`src/rtl/seq_mul_pkg.sv`:
```
// Shared types and width helpers for the sequential shift-and-add multiplier.
package seq_mul_pkg;

  // Multiplier control states.
  typedef enum logic [1:0] {
    IDLE = 2'd0,
    CALC = 2'd1,
    DONE = 2'd2
  } state_e;

  // Step counter must be able to hold the value DATA_WIDTH itself.
  function automatic int cnt_width(input int width);
    return $clog2(width + 1);
  endfunction

  // Full-precision product width for two width-bit operands.
  function automatic int prod_width(input int width);
    return 2 * width;
  endfunction

endpackage

```
`src/rtl/CLA_Adder.sv`:
```
// Combinational carry-lookahead adder: generate/propagate terms per bit,
// carry chain resolved from those terms, sum = propagate ^ carry-in of bit.
module CLA_Adder #(
  parameter int DATA_WIDTH = 32
) (
  input  logic [DATA_WIDTH-1:0] i_data_a,
  input  logic [DATA_WIDTH-1:0] i_data_b,
  input  logic                  i_carry,
  output logic [DATA_WIDTH-1:0] o_data,
  output logic                  o_carry
);

  logic [DATA_WIDTH-1:0] gen;
  logic [DATA_WIDTH-1:0] prop;

  assign gen  = i_data_a & i_data_b;
  assign prop = i_data_a ^ i_data_b;

  // Walk the generate/propagate terms to form each bit's carry and the sum.
  always_comb begin : carry_chain
    logic c;
    o_data  = '0;
    o_carry = 1'b0;
    c       = i_carry;
    for (int i = 0; i < DATA_WIDTH; i++) begin
      o_data[i] = prop[i] ^ c;
      c         = gen[i] | (prop[i] & c);
    end
    o_carry = c;
  end

endmodule

```
`src/rtl/seq_mul_unit.sv`:
```
// Unsigned shift-and-add multiplier, one partial-product add per cycle.
// Optional build macro: SEQ_MUL_ZERO_SKIP_EN -- a zero operand jumps straight
// to DONE with a zero product instead of running all DATA_WIDTH steps.
//
// Handshakes: a transfer happens on a rising edge where valid and ready are
// both high; the source keeps valid and data steady until that edge, and the
// sink may raise or drop ready at will. Operands are taken only in IDLE, the
// product is held in DONE until i_ready.
module seq_mul_unit
  import seq_mul_pkg::*;
#(
  parameter int DATA_WIDTH = 32
) (
  input  logic                    i_clk,
  input  logic                    i_rst_n,
  input  logic                    i_valid,
  output logic                    o_ready,
  input  logic [DATA_WIDTH-1:0]   i_data_one,
  input  logic [DATA_WIDTH-1:0]   i_data_two,
  output logic                    o_valid,
  input  logic                    i_ready,
  output logic [2*DATA_WIDTH-1:0] o_product,
  output logic                    o_busy,
  output state_e                  o_state
);

  localparam int PW = prod_width(DATA_WIDTH);
  localparam int CW = cnt_width(DATA_WIDTH);
  localparam logic [CW-1:0] LAST_STEP = CW'(DATA_WIDTH - 1);

  state_e                state;
  logic [DATA_WIDTH-1:0] mcand;
  logic [PW-1:0]         prod_reg;
  logic [CW-1:0]         counter;
  logic                  ready_q;
  logic                  valid_q;
  logic                  busy_q;
  logic [PW-1:0]         product_q;

  logic [DATA_WIDTH-1:0] addend;
  logic [DATA_WIDTH-1:0] sum;
  logic                  carry;
  logic [PW-1:0]         step_val;
  logic                  zero_op;

  // Multiplier bit 0 decides whether this step adds the multiplicand.
  assign addend = prod_reg[0] ? mcand : '0;

  CLA_Adder #(
    .DATA_WIDTH(DATA_WIDTH)
  ) u_adder (
    .i_data_a (prod_reg[PW-1:DATA_WIDTH]),
    .i_data_b (addend),
    .i_carry  (1'b0),
    .o_data   (sum),
    .o_carry  (carry)
  );

  // Carry lands in the MSB after the right shift, so nothing is ever lost.
  assign step_val = {carry, sum, prod_reg[DATA_WIDTH-1:1]};

`ifdef SEQ_MUL_ZERO_SKIP_EN
  assign zero_op = (i_data_one == '0) || (i_data_two == '0);
`else
  assign zero_op = 1'b0;
`endif

  // Control FSM with datapath registers and registered handshake outputs.
  always_ff @(posedge i_clk or negedge i_rst_n) begin
    if (!i_rst_n) begin
      state     <= IDLE;
      mcand     <= '0;
      prod_reg  <= '0;
      counter   <= '0;
      ready_q   <= 1'b1;
      valid_q   <= 1'b0;
      busy_q    <= 1'b0;
      product_q <= '0;
    end else begin
      case (state)
        IDLE: begin
          if (i_valid) begin
            mcand   <= i_data_one;
            counter <= '0;
            ready_q <= 1'b0;
            busy_q  <= 1'b1;
            if (zero_op) begin
              prod_reg  <= '0;
              product_q <= '0;
              valid_q   <= 1'b1;
              state     <= DONE;
            end else begin
              prod_reg <= {{DATA_WIDTH{1'b0}}, i_data_two};
              state    <= CALC;
            end
          end
        end
        CALC: begin
          prod_reg <= step_val;
          counter  <= counter + CW'(1);
          if (counter == LAST_STEP) begin
            product_q <= step_val;
            valid_q   <= 1'b1;
            state     <= DONE;
          end
        end
        DONE: begin
          if (i_ready) begin
            valid_q <= 1'b0;
            ready_q <= 1'b1;
            busy_q  <= 1'b0;
            state   <= IDLE;
          end
        end
        default: begin
          valid_q <= 1'b0;
          ready_q <= 1'b1;
          busy_q  <= 1'b0;
          state   <= IDLE;
        end
      endcase
    end
  end

  assign o_ready   = ready_q;
  assign o_valid   = valid_q;
  assign o_busy    = busy_q;
  assign o_product = product_q;
  assign o_state   = state;

endmodule

```
`config.mk`:
```
export PLATFORM = sky130hd
export DESIGN_NAME = seq_mul_unit
export DESIGN_NICKNAME = d
export VERILOG_FILES = /design/src/rtl/seq_mul_pkg.sv /design/src/rtl/CLA_Adder.sv /design/src/rtl/seq_mul_unit.sv
export SDC_FILE = /design/constraint.sdc
export NUM_CORES = 1
export LEC_CHECK = 0
export ABC_AREA = 1
export ABC_CLOCK_PERIOD_IN_PS = 14550
export CAP_MARGIN = 0
export CORE_ASPECT_RATIO = 1.5
export CORE_MARGIN = 5
export CORE_UTILIZATION = 28
export CTS_CLUSTER_DIAMETER = 60
export CTS_CLUSTER_SIZE = 12
export DETAILED_ROUTE_END_ITERATION = 8
export GPL_ROUTABILITY_DRIVEN = 1
export SKIP_LAST_GASP = 1
export SLEW_MARGIN = 20
export SYNTH_ARGS = -nofsm -noshare
export SYNTH_HDL_FRONTEND = slang
export SYNTH_SLANG_ARGS = --single-unit
```
`constraint.sdc`:
```
create_clock -name i_clk -period 14.55 [get_ports i_clk]
set_input_delay 2.91 -clock i_clk [delete_from_list [all_inputs] [get_ports i_clk]]
set_output_delay 2.91 -clock i_clk [all_outputs]
set_load 0.05 [all_outputs]
```
* After elaboration in Yosys (flattened, before gate mapping)
Cells that the tools add are included.
** Word-level totals
- Input port bits :: 68
- Word-level logic and storage cells :: 137
- Output and inout bits :: 69
- Bits in registers :: 171
** Operators by class
- Mux-type cells :: 17
- Add/sub/neg operators :: 1
- Reduce and logical (&&, ||, !) cells :: 8
- Bitwise gates (word level) :: 97
- Eq/ne operators :: 6
** Operators by type and width (count)
- case mux 64 bit (2 select lines) :: 1
- two-way mux 64 bit :: 1
- AND 32 bit :: 1
- two-way mux 32 bit :: 1
- bitwise XOR 32 bit :: 1
- AND 1 bit :: 31
- bitwise OR 1 bit :: 31
- bitwise XOR 1 bit :: 31
- case mux 6 bit (2 select lines) :: 1
- case mux 1 bit (3 select lines) :: 3
- AND reduction 3 bit :: 3
- adder 6 x 1 -> 6 bit, second input constant :: 1
- == test 6 x 5 -> 1 bit, second input constant :: 1
- two-way mux 2 bit :: 3
- two-way mux 6 bit :: 1
- inequality test 2 bit, second input constant :: 3
- case mux 2 bit (3 select lines) :: 1
- AND reduction 2 bit :: 3
- two-way mux 1 bit :: 5
- == test 2 x 1 -> 1 bit, second input constant :: 1
- == test 2 bit, second input constant :: 1
- logical NOT 2 bit :: 1
- NOT 1 bit :: 2
- nonzero test 2 bit :: 1

* Depth between registers and ports, before layout
Gate-level depths: netlist (run 1).
- Word-level depth :: 65
- Depth in mapped cells :: 41
- Depth with buffers taken out :: 40

* Modules after synthesis
From an unflattened synthesis (run 1), not the netlist that was laid out.
** Unflattened totals
- Cells, all modules :: 961
- Area, all modules :: 7977.7 µm²
** Modules (own cells, without submodules)
- seq_mul_unit :: area each 7299.5 µm², seq. area each 4280.4 µm², times used 1, cells each 919
- CLA_Adder :: area each 678.2 µm², seq. area each 0.0 µm², times used 1, cells each 42

* Worst setup path before layout (run 1)
OpenSTA, ideal clock, no wires.
- Kind :: register to register
- Start :: register prod_reg[0]
- End :: register product_q[62] (netlist: o_product[62])
- Period minus slack after synthesis :: 13953 ps
- Buffers on the path :: 2
- Required time :: 14431 ps
- Cell stages (with the launch flop) :: 40
- Setup slack :: 597 ps
- Library setup time :: 119 ps
- Arrival time :: 13834 ps
- Cell sequence :: dfrtp_1 > clkbuf_1 > clkbuf_1 > nand2_1 > fa_1 > fa_1 > fa_1 > fa_1 > fa_1 > fa_1 > fa_1 > fa_1 > fa_1 > fa_1 > fa_1 > fa_1 > fa_1 > fa_1 > (+4 left out) > fa_1 > fa_1 > fa_1 > fa_1 > fa_1 > fa_1 > fa_1 > fa_1 > fa_1 > fa_1 > fa_1 > inv_1 > fa_1 > inv_1 > fa_1 > inv_1 > nand3_1 > nand2_1
** On the way
- Longest elaborated chain between the ends :: 63
- Elaborated cells between the ends (all ways) :: 64
- Those cells by class :: mux (1); bitwise (63)
** RTL lines
- start: declaration :: RTL line seq_mul_unit.sv:33 : logic [PW-1:0] prod_reg;
- start signal: assignment :: RTL line seq_mul_unit.sv:93 : prod_reg <= {{DATA_WIDTH{1'b0}}, i_data_two};
- start signal: assignment :: RTL line seq_mul_unit.sv:99 : prod_reg <= step_val;
- two-way mux 32 bit (*) :: RTL line seq_mul_unit.sv:47 : assign addend = prod_reg[0] ? mcand : '0;
- bitwise XOR 32 bit / AND 32 bit (equally long branches) :: RTL line CLA_Adder.sv:17, CLA_Adder.sv:16
- AND 1 bit :: RTL line CLA_Adder.sv:27 : c = gen[i] | (prop[i] & c);
- bitwise OR 1 bit :: RTL line CLA_Adder.sv:27
- AND 1 bit :: RTL line CLA_Adder.sv:27
- bitwise OR 1 bit :: RTL line CLA_Adder.sv:27
- AND 1 bit :: RTL line CLA_Adder.sv:27
- bitwise OR 1 bit :: RTL line CLA_Adder.sv:27
- (+47 left out)
- bitwise OR 1 bit :: RTL line CLA_Adder.sv:27
- AND 1 bit :: RTL line CLA_Adder.sv:27
- bitwise OR 1 bit :: RTL line CLA_Adder.sv:27
- AND 1 bit :: RTL line CLA_Adder.sv:27
- bitwise OR 1 bit :: RTL line CLA_Adder.sv:27
- AND 1 bit :: RTL line CLA_Adder.sv:27
- bitwise OR 1 bit :: RTL line CLA_Adder.sv:27
- bitwise XOR 1 bit (*) :: RTL line CLA_Adder.sv:26 : o_data[i] = prop[i] ^ c;
- end signal: assignment :: RTL line seq_mul_unit.sv:102 : product_q <= step_val;
- end: declaration :: RTL line seq_mul_unit.sv:38 : logic [PW-1:0] product_q;
Mark *: on every way between the ends. The rest lies on a longest branch, timed or not.
A chain may end at the register's enable or synchronous reset.

* Worst setup path after layout (run 1)
Same ends and word-level chain as after synthesis.

==> metrics.yaml, run 1 <==
status:
  status: "finished, final reports clean"
logic_synthesis:
  post_synth_fa_ha_maj_area_fraction: 0.0802
  synthSimpleGateAreaFrac: 0.288
  synth_cells: 957
  netlist_area_um2: 8050
  yosysTopAreaCellShare: 0.529
  synth_top_area_cell: "dfrtp_1"
  synth-compound-area-share: 0.0257
  ys_top_cells_by_area: "dfrtp_1, nand2_1, fa_1, nand3_1, inv_1"
  synth_cell_types: 21
  synth_area_per_cell_um2: 8.41
  synth_seq_cells: 171
  ys_seq_area_frac: 0.532
  synth_mux_area_frac: 0
  synth_nets: 1058
  yosys.area_share.xor_xnor: 0.00109
  ys_warn_count: 0
  synth_top_family_by_area: "simple AND/OR/NAND/NOR gates"
sta:
  fin_crit_sh: 0.956
  max_slew_margin: 0.362
  fin_skew_ns: 0.00983
  finalHoldViolCount: 0
  setup_tns_ns: 0
  worst_pin_slew_ns: 0.956
  period_needed_ns: 13.91
  finalMaxSlewViolations: 0
  final-setup-viol-count: 0
  grt_setup_unrepaired: "no"
  fmax_mhz: 71.9
global_routing:
  grt_pass1_vias: 6415
  antenna_found_initial: 0
  track_usage: 0.129
  grt_max_degree: 106
  grt_pass1_wl_um: 33100
  grt-ovfl-total: 0
routing:
  routedWlPerCell_um: 14.0
  vias_per_cell: 4.38
  dr.pass1.iters: 5
  detail-route-antenna-nets: 0
  drt_wl_total_um: 20000
  drt_iter0_drc: 373
  drcViolationCount: 0
  vias: 6259
cts:
  clock_latency_ns: 0.44
  numCtsBuffers: 17
  clock-sinks: 171
  cts_tree: "yes"
  cts_buffer_depth: 2
  h-tree-depth: 4
  clockRootBuffer: "clkbuf_16"
  postCtsHoldBufs: 0
  clk_pin_slew_ns: 0.07
power:
  power_density_nw_per_um2: 226
  p_leak_nw: 5.09
  vdd_drop_max_mv: 0.161
  finalPower_mw: 2.30
worst_setup_path:
  setup.worst_path.end_class: "register"
  path_buf_inv: 5
  crit_path_max_fanout: 3
  crit_arrival_ns: 14.24
  max_stage_delay_ns: 0.51
  cpMostUsedCell: "fa_1"
  crit_type: "reg -> reg"
  cpMaxStageDelayCell: "fa_1"
  cp.required_ns: 14.89
  crit_path_start_kind: "register"
  cpLargestDelayFamily: "adder cells"
cells_and_area:
  layout_commonest_cell: "nand2_1"
  nets: 1167
  area_growth_pct: 26.5
  postLayoutCoreUtil: 0.357
  multi_input_area_um2: 3200
  seqCellArea_um2: 4280
  drive_above_1_share: 0.0492
  design_area_um2: 10200
  layout_common_cells: "nand2_1, dfrtp_1, clkdlybuf4s50_1, nand3_1, inv_1"
  n_antenna_cell: 0
  n_fill_cell: 2927
placement:
  io_buffers: 136
  gp_routability_congestion: 0.764
  dp_hpwl_um: 12900
  placed_area_um2: 9640
die:
  start_util: 0.282
  core_um2: 28500
  dieArea_um2: 32300
  die_h_um: 218
  ios: 137
  row_count: 76
  dieWidth_um: 148
run:
  maxCapViolCount: 0
worst_hold_path:
  hp-class: "reg -> reg"
[metal layers]
metal  vias up  GRT usage  wire, um
met2       123      0.219     10000
met1      2967      0.160      8740
li1       3145          -         -
met3        24     0.0285       767
met4         0     0.0505       410
met5         -          0         0
[final cells by class]
class / instances / share of cell area
Timing Repair Buffer: 146 / 0.141
Multi-Input combinational cell: 654 / 0.315
Inverter: 76 / 0.0282
Clock buffer: 19 / 0.0425
Clock inverter: 12 / 0.00935
Sequential cell: 171 / 0.421
Tap cell: 351 / 0.0432
[stage by stage]
| stage | std cells | setup WS (ns) | hold WS [ns] |
|---|---|---|---|
| 2_1_floorplan | 957 | 0.597 | 0.442 |
| 3_3_place_gp | 1398 | 0.412 | 0.452 |
| 3_5_place_dp | 1398 | 0.348 | 0.458 |
| 4_1_cts | 1429 | 0.276 | 0.475 |
| 5_1_grt | 1429 | 0.00707 | 0.485 |
| 6_report | 1429 | 0.645 | 0.468 |
[cells in the mapped netlist, drive strengths merged]
library cell / n
nand4: 2
dfstp: 1
nand3: 102
a21oi: 2
ha: 2
clkbuf: 23
buf: 33
nor2: 4
dfrtp: 170
inv: 76
o21ai: 37
a21boi: 1
fa: 31
xnor2: 1
nand2: 472
[path summary, 6_finish.rpt]
path | slack (ns) | to | depth (start not counted) | from
max | 0.64 | o_product[62] | 40 | prod_reg[0]
min | 0.47 | o_product[14] | 2 | o_product[14]
max reg2reg | 0.64 | o_product[62] | 40 | prod_reg[0]
min reg2reg | 0.47 | o_product[14] | 2 | o_product[14]
max in group asynchronous | 10.51 | o_valid | 2 | i_rst_n
min in group asynchronous | 2.60 | o_product[39] | 1 | i_rst_n
[cells by family (layout without fill, tap and decap cells)]
kind of cell / count (synthesis) / after routing
simple gates: 580 / 580
compound gates: 40 / 40
buf+inv: 132 / 253
flops: 171 / 171
fa+ha+maj: 33 / 33
xor+xnor: 1 / 1
[what timing repair did]
item | 4_1_cts | 5_1_grt
setup endpoints to repair | 0 | 4
buffers inserted | 0 | 0
gates resized for setup | 0 | 4
endpoints found under the hold margin | 0 | 0
[where the power goes]
part           switching (mW)  internal (mW)  total, mW
logic                   0.720          0.358       1.08
registers               0.122          0.686      0.809
clock network           0.198          0.219      0.417
[worst min-delay path, cell delays in order, from the launching register on]
cell and delay, ns:
dfrtp_1 0.34, nand2_1 0.05, nand2_1 0.04
Power figures use the tool's default switching activity.
==> run 2: changes to the inputs <==
- ABC_AREA: 1 -> default
==> run 2 against run 1 <==
Critical path depth decreased by 3. Synthesized cell count fell by 30%. Synthesized area decreased by 1.5%. Routed wire length is 4.7% lower. Sequential share of layout area rose by 0.15 points. Combinational power down 17%. Power fell by 6.4%. Clock skew up 0.0053 ns. Clock power grew 8.2%. Count of clock-buffer cells in the layout decreased by 1. Critical endpoint is now prod_reg[62]. Largest power group unchanged.
==> metrics.yaml, run 2 <==
status:
  status: "finished, final reports clean"  # unchanged
global_routing:
  grt_pass1_vias: 5722  # was 6,415
  antenna_found_initial: 0  # unchanged
  grt-ovfl-total: 0  # unchanged
  track_usage: 0.125  # was 0.129
  grt_max_degree: 103  # was 106
  grt_pass1_wl_um: 31400  # was 33,100 um
logic_synthesis:
  synth_most_common_cell: "dfrtp_1"  # was nand2_1
  synth_cell_types: 38  # was 21
  async_reset_ff_frac: 1.00  # unchanged
  ys_warn_count: 0  # unchanged
  yosysTopAreaCellShare: 0.537  # was 0.529
  synth_nets: 773  # was 1,058
  synth_edf_count: 0  # unchanged
  synth_commonest_cells: "dfrtp_1, inv_1, o21ai_0"  # was nand2_1, dfrtp_1, nand3_1
  synth_top_area_cell: "dfrtp_1"  # unchanged
  ys_top_cells_by_area: "dfrtp_1, fa_1, mux2_2, mux2i_1, o21ai_0"  # was dfrtp_1, nand2_1, fa_1, nand3_1, inv_1
  synth_seq_cells: 171  # unchanged
  synth_flop_cell: "dfrtp_1"  # unchanged
  synth_area_per_cell_um2: 11.8  # was 8.41 um^2
  netlist_area_um2: 7920  # was 8050 um^2
  ys_seq_area_frac: 0.540  # was 0.532
  synth_cells: 672  # was 957
sta:
  finalHoldViolCount: 0  # unchanged
  setup_ws_ns: 0.562  # was 0.645 ns
  fmax_mhz: 71.5  # was 71.9 MHz
  max_slew_margin: 0.344  # was 0.362
  final-setup-viol-count: 0  # unchanged
  period_needed_ns: 13.99  # was 13.91 ns
  fin_crit_sh: 0.961  # was 0.956
  grt_setup_unrepaired: "no"  # unchanged
  finalMaxSlewViolations: 0  # unchanged
  setup_tns_ns: 0  # unchanged
  worst_pin_slew_ns: 0.984  # was 0.956 ns
  hold_slack_ns: 0.475  # was 0.468 ns
  fin_skew_ns: 0.0151  # was 0.00983 ns
power:
  vdd_drop_max_mv: 0.0896  # was 0.161 mV
  pwr-share-seq: 0.373  # was 0.351
  power_density_nw_per_um2: 213  # was 226 nW/um^2
  p_leak_nw: 4.21  # was 5.09 nW
  p_sw_frac: 0.399  # was 0.452
  p_comb_frac: 0.418  # was 0.468
  intPower_mw: 1.29  # was 1.26 mW
  pwr-share-clk: 0.209  # was 0.181
  p_switching_mw: 0.861  # was 1.04 mW
routing:
  drt_wl_total_um: 19000  # was 20,000 um
  detail-route-antenna-nets: 0  # unchanged
  drcViolationCount: 0  # unchanged
  routedWlPerCell_um: 16.5  # was 14.0 um
  vias_per_cell: 4.62  # was 4.38
  vias: 5317  # was 6,259
  drt_iter0_drc: 177  # was 373
  dr.pass1.iters: 4  # was 5
worst_setup_path:
  path_buf_inv: 3  # was 5
  crit_path_start_kind: "register"  # unchanged
  r2r-end: "prod_reg[62]"  # was o_product[62]
  crit_path_end: "prod_reg[62]"  # was o_product[62]
  crit_path_max_fanout: 3  # unchanged
  reg2reg_slack_ns: 0.56  # was 0.64 ns
  max_stage_delay_ns: 0.52  # was 0.51 ns
  crit_type: "reg -> reg"  # unchanged
  reg2regPathDepth: 37  # was 40
  r2r-start: "prod_reg[0]"  # unchanged
  cp.required_ns: 14.85  # was 14.89 ns
  setup.worst_path.end_class: "register"  # unchanged
  cpMaxStageDelayCell: "fa_1"  # unchanged
  crit_arrival_ns: 14.28  # was 14.24 ns
  crit_start: "prod_reg[0]"  # unchanged
  cpMostUsedCell: "fa_1"  # unchanged
  cpLargestDelayFamily: "adder cells"  # unchanged
  cp_num_cells: 37  # was 40
die:
  dieWidth_um: 147  # was 148 um
  start_util: 0.283  # was 0.282
  dieArea_um2: 31800  # was 32,300 um^2
  row_count: 75  # was 76
  core_um2: 28000  # was 28,500 um^2
  die_h_um: 216  # was 218 um
  ios: 137  # unchanged
cells_and_area:
  n_fill_cell: 2759  # was 2,927
  area_growth_pct: 28.0  # was 26.5%
  n_antenna_cell: 0  # unchanged
  drive_above_1_share: 0.137  # was 0.0492
  nets: 893  # was 1,167
  final_cell_count_no_fill: 1151  # was 1,429
  layout_common_cells: "dfrtp_1, clkdlybuf4s50_1, inv_1, o21ai_0, mux2_2"  # was nand2_1, dfrtp_1, clkdlybuf4s50_1, nand3_1, inv_1
  layout_commonest_cell: "dfrtp_1"  # was nand2_1
cts:
  cts_tree: "yes"  # unchanged
  numCtsBuffers: 17  # unchanged
  clk_pin_slew_ns: 0.07  # about the same
  postCtsHoldBufs: 0  # unchanged
  h-tree-depth: 4  # unchanged
  cts_buffer_depth: 2  # unchanged
  clock_latency_ns: 0.44  # about the same
  clockRootBuffer: "clkbuf_16"  # unchanged
  clock-sinks: 171  # unchanged
placement:
  dp_hpwl_um: 12400  # was 12,900 um
  place_ws_ns: 0.317  # was 0.348 ns
  gp_routability_congestion: 0.732  # was 0.764
  io_buffers: 136  # unchanged
  place_inst: 1119  # was 1,398
run:
  maxCapViolCount: 0  # unchanged
worst_hold_path:
  hp-class: "reg -> reg"  # unchanged
## run 2: cell types whose count changed in the layout (fill, tap and decap cells not counted), sizes merged, moves of 28 or more
cell / before / now
a21oi: 2 / 34
a22oi: 0 / 31
mux2: 0 / 65
mux2i: 0 / 34
nand2: 472 / 39
nand3: 102 / 34
nor2b: 0 / 34
o21ai: 37 / 65
## run 2: area by class of cell
type / count / area, um^2 / area share
Timing Repair Buffer: 145 / 1430 / 0.141
Inverter: 66 / 248 / 0.0244
Clock buffer: 18 / 439 / 0.0433
Clock inverter: 14 / 138 / 0.0136
Multi-Input combinational cell: 391 / 3170 / 0.313
Tap cell: 346 / 433 / 0.0427
Sequential cell: 171 / 4280 / 0.422
## run 2: cells by family (layout without fill, tap and decap cells)
family / Yosys count / count (layout) / synth area share
flip-flops: 171 / 171 / 0.540
buffers and inverters: 110 / 243 / 0.0614
AO/OA/AOI/OAI: 138 / 138 / 0.0998
multiplexers: 99 / 99 / 0.139
adder cells (fa/ha/maj): 33 / 33 / 0.0815
AND/OR/NAND/NOR: 121 / 121 / 0.0785
## run 2: per-stage QoR
stage | util | power, mW | area (um^2)
6_report | 0.363 | 2.16 | 10100
4_1_cts | 0.362 | 2.20 | 10100
2_1_floorplan | - | 1.41 | 7920
5_1_grt | 0.363 | 2.32 | 10100
3_3_place_gp | 0.342 | 1.71 | 9560
3_5_place_dp | 0.342 | 1.73 | 9560
## run 2: layer usage
metal | global-route usage | wire length [um] | vias up
met1 | 0.146 | 7750 | 2682
met2 | 0.220 | 10100 | 109
met3 | 0.0306 | 769 | 20
met5 | 0 | 0 | -
met4 | 0.0454 | 359 | 0
li1 | - | - | 2506
## run 2: power by group through the flow
stage,clock network (mW),registers [mW],logic [mW]
after floorplan,0,1.00,0.410
after global placement,0,0.812,0.900
after detailed placement,0,0.816,0.914
after CTS,0.468,0.808,0.920
after global routing,0.490,0.835,0.991
final,0.451,0.805,0.900
## run 2: timing repair
item	in CTS	in global routing
gates resized for setup	0	3
setup endpoints to repair	0	2
endpoints found under the hold margin	0	0
setup buffers	0	0
## run 2: how the worst min path moves through the flow
stage / from / to / depth (start not counted)
floorplan: counter[5] / counter[5] / 1
global placement: counter[5] / counter[5] / 1
detailed placement: counter[5] / counter[5] / 1
CTS: counter[5] / counter[5] / 1
global route: counter[5] / counter[5] / 1
finish: counter[5] / counter[5] / 1
## run 2: worst reg2reg max path: cells and delay by family (launching register included)
family	cells	cell delay (ns)
adder cells (fa/ha/maj)	32	13.10
flip-flops	1	0.36
buffers and inverters	3	0.17
AO/OA/AOI/OAI	1	0.08
AND/OR/NAND/NOR	1	0.13
